==> src/rtl/dram_stream_reader_pkg.sv <==
// dram_stream_reader_pkg
//   Shared definitions for the distributed-RAM stream reader and its writer
//   counterpart: FSM state encodings and the width helper for word counts.
//   No ports (package).
package dram_stream_reader_pkg;

  localparam logic [1:0] ST_IDLE = 2'd0;
  localparam logic [1:0] ST_RUN  = 2'd1;
  localparam logic [1:0] ST_LAST = 2'd2;

  // A word count must reach 2**aw (a full-array transfer), so it needs one
  // bit more than an address.
  function automatic int cnt_w(input int aw);
    return aw + 1;
  endfunction

endpackage

==> src/rtl/dram_rd_oreg.sv <==
// dram_rd_oreg
//   Valid/ready output holding register for the stream reader. Owns the
//   stream outputs; word and last flag stay frozen while stalled.
// Ports
//   clk_i, rst_i   clock, synchronous active-high reset
//   load           capture data/last and present them (valid goes high)
//   data, last     word and final-word flag to capture
//   ready          consumer ready; drains the register when not reloading
//   m_valid_o      word valid
//   m_data_o       held word
//   m_last_o       held final-word flag
module dram_rd_oreg #(
  parameter int XLEN = 32
) (
  input  logic            clk_i,
  input  logic            rst_i,
  input  logic            load,
  input  logic [XLEN-1:0] data,
  input  logic            last,
  input  logic            ready,
  output logic            m_valid_o,
  output logic [XLEN-1:0] m_data_o,
  output logic            m_last_o
);

  always_ff @(posedge clk_i) begin
    if (rst_i) begin
      m_valid_o <= 1'b0;
      m_data_o  <= '0;
      m_last_o  <= 1'b0;
    end else if (load) begin
      m_valid_o <= 1'b1;
      m_data_o  <= data;
      m_last_o  <= last;
    end else if (m_valid_o && ready) begin
      // Drain without reload: data keeps its last value, only qualifiers drop.
      m_valid_o <= 1'b0;
      m_last_o  <= 1'b0;
    end
  end

endmodule

==> src/rtl/dram_stream_reader.sv <==
// dram_stream_reader
//   Read-side sequencer for a distributed RAM with combinational read. A start
//   command walks len_i consecutive addresses from base_addr_i and streams each
//   registered word out on a valid/ready interface, flagging the final word.
//   Build option: DRAM_RD_WRAP_EN -- addresses wrap modulo ENTRY_NUM and any
//   in-array base is accepted; without it a command running past the end of
//   the array is rejected with err_o.
// Ports
//   clk_i, rst_i      clock, synchronous active-high reset
//   start_i           command strobe (only honoured when idle)
//   base_addr_i       first address of the command
//   len_i             word count, 0..ENTRY_NUM
//   busy_o            command in flight
//   done_o            one-cycle pulse: command complete
//   err_o             one-cycle pulse: command rejected
//   ram_addr_o        RAM read address
//   ram_data_i        RAM read data, valid in the same cycle
//   m_valid_o/m_ready_i/m_data_o/m_last_o   output word stream
module dram_stream_reader
  import dram_stream_reader_pkg::*;
#(
  parameter int ENTRY_NUM = 32,
  parameter int XLEN      = 32,
  parameter int AWDTH     = $clog2(ENTRY_NUM)
) (
  input  logic                    clk_i,
  input  logic                    rst_i,
  input  logic                    start_i,
  input  logic [AWDTH-1:0]        base_addr_i,
  input  logic [cnt_w(AWDTH)-1:0] len_i,
  output logic                    busy_o,
  output logic                    done_o,
  output logic                    err_o,
  output logic [AWDTH-1:0]        ram_addr_o,
  input  logic [XLEN-1:0]         ram_data_i,
  output logic                    m_valid_o,
  input  logic                    m_ready_i,
  output logic [XLEN-1:0]         m_data_o,
  output logic                    m_last_o
);

  localparam int CW = cnt_w(AWDTH);

  logic [1:0]       state_q;
  logic [AWDTH-1:0] addr_q;
  logic [AWDTH-1:0] addr_nxt;
  logic [CW-1:0]    rem_q;
  logic             done_q;
  logic             err_q;
  logic             load;
  logic             last_word;
  logic             bad_len;
  logic             bad_range;

  assign busy_o     = (state_q == ST_RUN) || (state_q == ST_LAST);
  assign done_o     = done_q;
  assign err_o      = err_q;
  assign ram_addr_o = addr_q;

  // Fetch whenever the output register is empty or being drained this edge.
  assign load      = (state_q == ST_RUN) && (!m_valid_o || m_ready_i);
  assign last_word = (rem_q == CW'(1));
  assign bad_len   = (len_i > CW'(ENTRY_NUM));

`ifdef DRAM_RD_WRAP_EN
  localparam bit POW2 = (ENTRY_NUM == (1 << AWDTH));

  // Only a non-power-of-two array can see an address past its end.
  assign bad_range = (CW'(base_addr_i) >= CW'(ENTRY_NUM));

  always_comb begin
    addr_nxt = addr_q + AWDTH'(1);
    if (!POW2 && (addr_q == AWDTH'(ENTRY_NUM - 1)))
      addr_nxt = '0;
  end
`else
  localparam int SW = CW + 1;

  logic [SW-1:0] span;

  // One extra bit so base+len cannot overflow before the compare.
  assign span      = SW'(base_addr_i) + SW'(len_i);
  assign bad_range = (span > SW'(ENTRY_NUM));
  assign addr_nxt  = addr_q + AWDTH'(1);
`endif

  always_ff @(posedge clk_i) begin
    if (rst_i) begin
      state_q <= ST_IDLE;
      addr_q  <= '0;
      rem_q   <= '0;
      done_q  <= 1'b0;
      err_q   <= 1'b0;
    end else begin
      done_q <= 1'b0;
      err_q  <= 1'b0;
      case (state_q)
        ST_IDLE: begin
          if (start_i) begin
            if (bad_len || bad_range) begin
              err_q <= 1'b1;
            end else if (len_i == '0) begin
              // Empty command completes without any stream beat.
              done_q <= 1'b1;
            end else begin
              state_q <= ST_RUN;
              addr_q  <= base_addr_i;
              rem_q   <= len_i;
            end
          end
        end
        ST_RUN: begin
          if (load) begin
            addr_q <= addr_nxt;
            rem_q  <= rem_q - CW'(1);
            if (last_word) state_q <= ST_LAST;
          end
        end
        ST_LAST: begin
          // Final word already fetched; wait for the consumer to take it.
          if (m_valid_o && m_ready_i) begin
            done_q  <= 1'b1;
            state_q <= ST_IDLE;
          end
        end
        default: state_q <= ST_IDLE;
      endcase
    end
  end

  dram_rd_oreg #(
    .XLEN (XLEN)
  ) u_oreg (
    .clk_i     (clk_i),
    .rst_i     (rst_i),
    .load      (load),
    .data      (ram_data_i),
    .last      (last_word),
    .ready     (m_ready_i),
    .m_valid_o (m_valid_o),
    .m_data_o  (m_data_o),
    .m_last_o  (m_last_o)
  );

endmodule

==> config.mk <==
export PLATFORM = sky130hd
export DESIGN_NAME = dram_stream_reader
export DESIGN_NICKNAME = d
export VERILOG_FILES = /design/src/rtl/dram_stream_reader_pkg.sv /design/src/rtl/dram_rd_oreg.sv /design/src/rtl/dram_stream_reader.sv
export SDC_FILE = /design/constraint.sdc
export NUM_CORES = 1
export LEC_CHECK = 0
export BUFFER_PORTS_ARGS = -buffer_cell sky130_fd_sc_hd__buf_2
export CORE_MARGIN = 4
export CORE_UTILIZATION = 35
export CTS_CLUSTER_DIAMETER = 60
export DETAILED_ROUTE_END_ITERATION = 16
export PLACE_DENSITY = 0.61
export SYNTH_ARGS = -nofsm -noshare
export SYNTH_HDL_FRONTEND = slang
export SYNTH_SLANG_ARGS = --single-unit
==> constraint.sdc <==
create_clock -name clk_i -period 2.8 [get_ports clk_i]
set_clock_uncertainty 0.2 [all_clocks]
set_input_delay 0.28 -clock clk_i [delete_from_list [all_inputs] [get_ports clk_i]]
set_output_delay 0.28 -clock clk_i [all_outputs]
set_load 0.05 [all_outputs]
==> impl_metrics.prom, run 1 <==
# TYPE chip_impl_metric gauge
chip_impl_metric{name="initial_core_util",unit="%"} 36.2
chip_impl_metric{name="die_w",unit="µm"} 92.3
chip_impl_metric{name="first_iter_violations",unit=""} 159
chip_impl_metric{name="place.port_buffers",unit=""} 88
chip_impl_metric{name="synth.avg_cell_area",unit="µm²"} 7.95
chip_impl_metric{name="ff_latch_area",unit="µm²"} 981
chip_impl_metric{name="final_min_period_over_clock_period",unit="%"} 93.2
chip_impl_metric{name="cts.repair_timing.setup_buffer_count",unit=""} 0
chip_impl_metric{name="ioPinCount",unit=""} 89
chip_impl_metric{name="detailed_place_hpwl",unit="µm"} 5050
chip_impl_info{name="run_status",value="finished, final reports clean"} 1
chip_impl_metric{name="area_delta_synth_final",unit="%"} 29.5
chip_impl_info{name="hold_end",value="u_oreg.m_data_o[3]"} 1
chip_impl_info{name="worst_reg2reg_startpoint",value="state_q[0]"} 1
chip_impl_metric{name="grt_pass1_vias",unit=""} 2220
chip_impl_metric{name="number_of_optimization_iterations_in_the_first_detailed_route_pass",unit=""} 4
chip_impl_metric{name="critPathMaxFanout",unit=""} 3
chip_impl_metric{name="clock_sink_count",unit=""} 49
chip_impl_metric{name="wl",unit="µm"} 6830
chip_impl_info{name="rsz_0062_raised_after_global_routing",value="no"} 1
chip_impl_metric{name="worst_setup_hold_path_clk_slew",unit="ns"} 0.09
chip_impl_metric{name="synth_cell_type_count",unit=""} 48
chip_impl_metric{name="coreArea",unit="µm²"} 6870
chip_impl_metric{name="postSynth.asyncResetShare",unit="%"} 0
chip_impl_metric{name="power_density",unit="nW/µm²"} 742
chip_impl_info{name="synth_area_leader_cell",value="dfxtp_1"} 1
chip_impl_metric{name="yosysWarningCount",unit=""} 0
chip_impl_metric{name="vias_per_cell",unit=""} 4.93
chip_impl_metric{name="finalWorstPathRequiredPeriod",unit="ns"} 2.61
chip_impl_info{name="synth-main-ff-cell",value="dfxtp_1"} 1
chip_impl_metric{name="globalRouteTotalUtil",unit="%"} 15.5
chip_impl_metric{name="worst_pin_slew",unit="ns"} 0.585
chip_impl_info{name="endpoint_kind",value="register"} 1
chip_impl_metric{name="synthDominantCellAreaShare",unit="%"} 39.4
chip_impl_info{name="routed.top_layer",value="met4"} 1
chip_impl_info{name="post_synth_main_area_contributors",value="dfxtp_1, nand2_1, a21oi_1"} 1
chip_impl_metric{name="drt-met1-wl",unit="µm"} 3040
chip_impl_metric{name="cp.arrival",unit="ns"} 2.60
chip_impl_metric{name="grt_start_max_net_pins",unit=""} 34
chip_impl_metric{name="number_of_enable_flip_flop_cells_after_synthesis",unit=""} 0
chip_impl_metric{name="totalPowerFinal",unit="mW"} 2.39
chip_impl_metric{name="sequential_area_share_after_synthesis",unit="%"} 39.4
chip_impl_metric{name="grt_overflow_total",unit=""} 0
chip_impl_metric{name="length_in_cells_of_the_worst_reg_to_reg_path",unit=""} 7
chip_impl_metric{name="critical_path_required_time",unit="ns"} 2.79
chip_impl_metric{name="synthesis.nets",unit=""} 373
chip_impl_info{name="tritoncts",value="done"} 1
chip_impl_metric{name="post_synth_instance_area",unit="µm²"} 2490
chip_impl_metric{name="layout.nets",unit=""} 465
chip_impl_metric{name="layout-drive-gt1-share",unit="%"} 30.0
chip_impl_metric{name="gpl.final_weighted_congestion",unit=""} 0.817
chip_impl_info{name="timing.setup.critical_path_class",value="in2reg"} 1
chip_impl_metric{name="cts_buffers",unit=""} 5
chip_impl_metric{name="cellLeakagePower",unit="nW"} 1.40
chip_impl_metric{name="multiInputGateArea",unit="µm²"} 1400
chip_impl_info{name="root_buffer",value="clkbuf_8"} 1
chip_impl_metric{name="clk-insertion-delay-late",unit="ns"} 0.29
chip_impl_metric{name="cts-htree-levels",unit=""} 2
chip_impl_info{name="synth_top_cells_by_count",value="nand2_1, dfxtp_1, a21oi_1"} 1
chip_impl_metric{name="diode_count",unit=""} 0
chip_impl_metric{name="cts.path.max_buffers",unit=""} 2
chip_impl_info{name="regToRegEndpoint",value="ram_addr_o[3]"} 1
chip_impl_metric{name="rows",unit=""} 30
chip_impl_metric{name="wl_per_cell",unit="µm"} 13.6
chip_impl_metric{name="setup_violations",unit=""} 0
chip_impl_metric{name="wire_length_of_the_first_global_routing_pass",unit="µm"} 10900
chip_impl_info{name="hp-start",value="ram_data_i[3]"} 1
chip_impl_metric{name="cap_viol_max_count",unit=""} 0
chip_impl_metric{name="max_freq",unit="GHz"} 0.383
chip_impl_metric{name="route.met2.wl",unit="µm"} 3350
chip_impl_metric{name="antenna_violating_nets_post_route",unit=""} 0
chip_impl_metric{name="setup_tns",unit="ns"} 0
chip_impl_metric{name="vdd_drop_max",unit="µV"} 359
chip_impl_metric{name="synthesis.instances",unit=""} 313
chip_impl_metric{name="dr_total_vias",unit=""} 2477
chip_impl_metric{name="post-route-drc-count",unit=""} 0
chip_impl_metric{name="flip_flop_and_latch_count_after_synthesis",unit=""} 49
chip_impl_metric{name="hold_violations",unit=""} 0
chip_impl_metric{name="hold_path_depth",unit=""} 3
chip_impl_metric{name="design.die.area",unit="µm²"} 8530
chip_impl_metric{name="n_fill_cell",unit=""} 714
chip_impl_metric{name="worst_slew_margin_rel",unit="%"} 61.0
chip_impl_info{name="most_instantiated_library_cell_after_synthesis",value="nand2_1"} 1
chip_impl_info{name="critPathLaunchType",value="input port"} 1
chip_impl_info{name="hp-class",value="in2reg"} 1
chip_impl_metric{name="die-height",unit="µm"} 92.3
chip_impl_metric{name="reg2reg_slack",unit="ns"} 0.41
chip_impl_metric{name="met3_length",unit="µm"} 331
chip_impl_metric{name="whs",unit="ns"} 0.00773
chip_impl_metric{name="antenna_violations_before_repair",unit=""} 0
chip_impl_metric{name="final-max-slew-violation-count",unit=""} 0
## report_power, final
group | internal [mW] | total (mW) | switching [mW] | leakage (nW)
combinational | 0.300 | 1.01 | 0.713 | 0.945
sequential | 0.795 | 0.853 | 0.0584 | 0.399
clock | 0.291 | 0.526 | 0.236 | 0.0574
## worst max path at each step
stage / startpoint / end / slack [ns] / depth (start not counted)
after floorplan: base_addr_i[0] / ram_addr_o[2] / 0.15 / 10
after global placement: base_addr_i[0] / ram_addr_o[2] / -0.09 / 11
after detailed placement: base_addr_i[0] / ram_addr_o[2] / -0.18 / 11
after CTS: base_addr_i[0] / ram_addr_o[2] / 0.14 / 11
after global routing: base_addr_i[0] / rem_q[0] / 0.03 / 12
final: base_addr_i[0] / ram_addr_o[3] / 0.19 / 11
## layer usage
layer,track usage (%),vias up
met3,2.84,11
met4,4.21,0
met5,0,-
met2,26.0,60
met1,20.5,1142
li1,-,1264
## metrics by stage
| step | util [%] | instances | setup slack (ns) | area (µm²) |
|---|---|---|---|---|
| final | 47.0 | 502 | 0.190 | 3230 |
| after global routing | 47.0 | 502 | 0.0277 | 3230 |
| after CTS | 46.7 | 502 | 0.139 | 3210 |
| after detailed placement | 44.6 | 491 | -0.178 | 3060 |
| after global placement | 44.6 | 491 | -0.0900 | 3060 |
| after floorplan | - | 313 | 0.152 | 2490 |
## sequential cells by signal, summed over array words and instances, names as in the netlist
name	count
state_q	2
u_oreg.m_last_o	1
ram_addr_o	5
u_oreg.m_data_o	32
rem_q	6
u_oreg.m_valid_o	1
done_o	1
err_o	1
## cell families after synthesis
| kind of cell | Yosys count | share of synthesized area (%) |
|---|---|---|
| adders and majority gates | 13 | 6.83 |
| xor gates and xnor gates | 3 | 1.06 |
| AOI/OAI and AO/OA | 75 | 19.8 |
| and+or+nand+nor | 135 | 25.2 |
| buffers and inverters | 32 | 5.13 |
| muxes | 6 | 2.51 |
| DFF | 49 | 39.4 |
## worst max-delay path, cell delays in order
cell      delay [ns]
buf_2           0.10
ha_1            0.16
inv_1           0.05
fa_1            0.39
xor2_1          0.25
nand4_1         0.13
o31a_1          0.30
o2111a_1        0.27
or4_1           0.50
nand3_1         0.10
nand3_1         0.07
## layout by cell type, fill, tap and decap left out, types with 3 or more instances in the layout
master          n
buf_2          88
nand2_1        77
dfxtp_1        49
a21oi_1        40
nor2_1         20
inv_1          16
ha_1           12
buf_4           9
nand4_1         8
o21ai_0         7
clkbuf_8        6
a211oi_1        5
nor3_1          5
nand3_1         5
a31oi_1         4
or3_1           4
mux2i_1         4
dlygate4sd3_1   3
## repair_timing
| action | in CTS | in global routing |
|---|---|---|
| endpoints found under the hold margin | 3 | 0 |
| hold buffers | 3 | 0 |
| gates resized for setup | 0 | 3 |
| setup endpoints to repair | 0 | 4 |
## area by class of cell
cell class                 count  share of cell area, %
timing repair buffer         101                   17.0
clock buffer                   6                   2.56
multi-input combinational    232                   43.3
clock inverter                 2                   1.16
sequential                    49                   30.4
inverter                      16                   1.86
tap                           96                   3.72
(Power assumes the default switching activity.)
==> run 2: changes to the inputs <==
--- a/config.mk
+++ b/config.mk
@@ -13,4 +13,5 @@
 export PLACE_DENSITY = 0.61
 export SYNTH_ARGS = -nofsm -noshare
 export SYNTH_HDL_FRONTEND = slang
+export SYNTH_HIERARCHICAL = 1
 export SYNTH_SLANG_ARGS = --single-unit
==> impl_metrics.prom, run 2 <==
# TYPE chip_impl_metric gauge
chip_impl_metric{name="layout.cell_area.non_filler",unit="µm²"} 3140
chip_impl_metric{name="power_density",unit="nW/µm²"} 628
chip_impl_metric{name="layout.nets",unit=""} 425
chip_impl_metric{name="number_of_enable_flip_flop_cells_after_synthesis",unit=""} 0
chip_impl_metric{name="final_core_util",unit="%"} 45.7
chip_impl_metric{name="worst_slew_margin_rel",unit="%"} 69.7
chip_impl_metric{name="number_of_optimization_iterations_in_the_first_detailed_route_pass",unit=""} 5
chip_impl_metric{name="synthDominantCellAreaShare",unit="%"} 39.1
chip_impl_metric{name="reg2reg_slack",unit="ns"} 0.69
chip_impl_metric{name="critPathMaxFanout",unit=""} 8
chip_impl_metric{name="place.port_buffers",unit=""} 88
chip_impl_metric{name="synthesis.instances",unit=""} 276
chip_impl_metric{name="flip_flop_count_of_the_largest_register_after_layout",unit=""} 32
chip_impl_info{name="most_instantiated_library_cell_after_synthesis",value="dfxtp_1"} 1
chip_impl_metric{name="wl",unit="µm"} 6290
chip_impl_info{name="worst_reg2reg_startpoint",value="rem_q[2]"} 1
chip_impl_info{name="root_buffer",value="clkbuf_8"} 1
chip_impl_metric{name="postSynth.asyncResetShare",unit="%"} 0
chip_impl_metric{name="final_min_period_over_clock_period",unit="%"} 89.1
chip_impl_metric{name="cap_viol_max_count",unit=""} 0
chip_impl_metric{name="area_delta_synth_final",unit="%"} 25.2
chip_impl_metric{name="antenna_violations_before_repair",unit=""} 0
chip_impl_metric{name="globalRouteTotalUtil",unit="%"} 14.4
chip_impl_metric{name="sequential_area_share_after_synthesis",unit="%"} 39.1
chip_impl_metric{name="worst_setup_hold_path_clk_slew",unit="ns"} 0.09
chip_impl_info{name="most-common-layout-cells",value="buf_2, dfxtp_1, nor2_1"} 1
chip_impl_metric{name="clock_sink_count",unit=""} 49
chip_impl_metric{name="worst_pin_slew",unit="ns"} 0.454
chip_impl_info{name="tritoncts",value="done"} 1
chip_impl_info{name="synth-main-ff-cell",value="dfxtp_1"} 1
chip_impl_metric{name="finalWorstPathRequiredPeriod",unit="ns"} 2.49
chip_impl_metric{name="whs",unit="ns"} 0.0218
chip_impl_metric{name="coreArea",unit="µm²"} 6870
chip_impl_metric{name="critical_path_required_time",unit="ns"} 2.75
chip_impl_info{name="critPathLaunchType",value="input port"} 1
chip_impl_info{name="endpoint_kind",value="register"} 1
chip_impl_metric{name="wl_per_cell",unit="µm"} 13.6
chip_impl_info{name="top_reg_by_flops",value="u_oreg/m_data_o"} 1
chip_impl_metric{name="vias_per_cell",unit=""} 4.89
chip_impl_metric{name="cts-htree-levels",unit=""} 2
chip_impl_info{name="timing.setup.critical_path_class",value="in2reg"} 1
chip_impl_metric{name="totalPowerFinal",unit="mW"} 1.97
chip_impl_metric{name="layout-drive-gt1-share",unit="%"} 30.9
chip_impl_metric{name="number_of_hold_buffers_added_after_cts",unit=""} 0
chip_impl_metric{name="synthesis.nets",unit=""} 335
chip_impl_metric{name="ioPinCount",unit=""} 89
chip_impl_metric{name="cts_buffers",unit=""} 5
chip_impl_metric{name="post_synth_instance_area",unit="µm²"} 2510
chip_impl_info{name="hp-class",value="in2reg"} 1
chip_impl_metric{name="detailed_place_hpwl",unit="µm"} 4770
chip_impl_metric{name="vdd_drop_max",unit="µV"} 239
chip_impl_info{name="synth_top_cells_by_count",value="dfxtp_1, nor2_1, mux2i_1"} 1
chip_impl_metric{name="initial_core_util",unit="%"} 36.5
chip_impl_metric{name="grt_overflow_total",unit=""} 0
chip_impl_metric{name="dr_total_vias",unit=""} 2258
chip_impl_metric{name="multiInputGateArea",unit="µm²"} 1380
chip_impl_info{name="post_synth_main_area_contributors",value="dfxtp_1, mux2i_1, nor2_1"} 1
chip_impl_info{name="run_status",value="finished, final reports clean"} 1
chip_impl_metric{name="cellLeakagePower",unit="nW"} 1.38
chip_impl_metric{name="final-max-slew-violation-count",unit=""} 0
chip_impl_metric{name="design.die.area",unit="µm²"} 8590
chip_impl_metric{name="cts.path.max_buffers",unit=""} 2
chip_impl_metric{name="diode_count",unit=""} 0
chip_impl_metric{name="flip_flop_and_latch_count_after_synthesis",unit=""} 49
chip_impl_info{name="mostFrequentLayoutCell",value="buf_2"} 1
chip_impl_info{name="rsz_0062_raised_after_global_routing",value="no"} 1
chip_impl_metric{name="die-height",unit="µm"} 92.7
chip_impl_metric{name="setup_violations",unit=""} 0
chip_impl_metric{name="gpl.final_weighted_congestion",unit=""} 0.827
chip_impl_metric{name="die_w",unit="µm"} 92.7
chip_impl_metric{name="max_freq",unit="GHz"} 0.401
chip_impl_metric{name="ff_latch_area",unit="µm²"} 981
chip_impl_metric{name="post-route-drc-count",unit=""} 0
chip_impl_metric{name="yosysWarningCount",unit=""} 6
chip_impl_metric{name="clk-insertion-delay-late",unit="ns"} 0.29
chip_impl_metric{name="synth_cell_type_count",unit=""} 48
chip_impl_metric{name="setup_tns",unit="ns"} 0
chip_impl_metric{name="dpl_cell_area",unit="µm²"} 3040
chip_impl_info{name="hp-start",value="ram_data_i[15]"} 1
chip_impl_info{name="critical_path.startpoint",value="base_addr_i[0]"} 1
chip_impl_info{name="synth_area_leader_cell",value="dfxtp_1"} 1
chip_impl_metric{name="rows",unit=""} 30
chip_impl_metric{name="n_fill_cell",unit=""} 714
chip_impl_metric{name="antenna_violating_nets_post_route",unit=""} 0
chip_impl_metric{name="first_iter_violations",unit=""} 88
chip_impl_metric{name="grt_pass1_vias",unit=""} 2208
chip_impl_metric{name="cp.arrival",unit="ns"} 2.44
chip_impl_metric{name="wire_length_of_the_first_global_routing_pass",unit="µm"} 10300
chip_impl_metric{name="cts.repair_timing.setup_buffer_count",unit=""} 0
chip_impl_metric{name="hold_violations",unit=""} 0
chip_impl_metric{name="total_of_cells_resized_after_clock_tree_synthesis",unit=""} 0
chip_impl_metric{name="grt_start_max_net_pins",unit=""} 36
chip_impl_metric{name="synth.avg_cell_area",unit="µm²"} 9.09
-- run 2: cell types whose count changed in the layout (fill, tap and decap cells not counted), sizes merged, moves of 3 or more --
cell and change:
a21oi -20, dlygate4sd3 -3, inv -5, mux2i +29, nand2 -65, nand3 +6
nand4 -8, nor2 +27, or3 -6
-- run 2: per-layer routing --
layer  part of all wire (%)  routed length [µm]  track usage, %  vias to the layer above
met3                    3.2                 204            2.19                        4
met4                   0.84                  53            3.42                        0
met2                     50                3160            25.8                       43
li1                       -                   -               -                     1154
met1                     46                2880            18.2                     1057
met5                      0                   0               0                        -
-- run 2: cell type report --
cell class | count | share of cell area (%)
multi-input combinational | 202 | 43.8
timing repair buffer | 97 | 16.6
tap | 96 | 3.82
inverter | 11 | 1.31
clock inverter | 2 | 1.12
sequential | 49 | 31.2
clock buffer | 5 | 2.19
-- run 2: cells by family after synthesis --
family	synth area share [%]
adder cells (fa/ha/maj)	6.28
buffers and inverters	6.38
flip-flops	39.1
XOR/XNOR	2.09
AO/OA/AOI/OAI	14.4
AND/OR/NAND/NOR	18.6
multiplexers	13.2
-- run 2: path summary, 6_finish.rpt --
kind,to,cells past startpoint
max,ram_addr_o[4],11
min,u_oreg/m_data_o[15],3
max reg2reg,state_q[0],7
min reg2reg,u_oreg/m_last_o,2
-- run 2: through the flow --
| stage | std cells | worst slack (ns) |
|---|---|---|
| final | 462 | 0.306 |
| after global placement | 455 | 0.115 |
| after floorplan | 276 | 0.166 |
| after CTS | 462 | 0.331 |
| after global routing | 462 | 0.126 |
| after detailed placement | 455 | 0.0242 |
-- run 2: critical path: stages --
cell and delay [ns]:
buf_2 0.10, ha_1 0.16, inv_1 0.06, fa_1 0.39, nand2b_1 0.16, a21oi_1 0.19, xnor2_1 0.18, nand4b_1 0.19
and3_4 0.25, nor2_2 0.33, a311oi_1 0.16
-- run 2: power by group --
part / switching, mW / internal, mW / leakage [nW] / total (mW)
Clock: 0.226 / 0.260 / 0.0540 / 0.486
Sequential: 0.0472 / 0.760 / 0.399 / 0.807
Combinational: 0.441 / 0.239 / 0.926 / 0.680
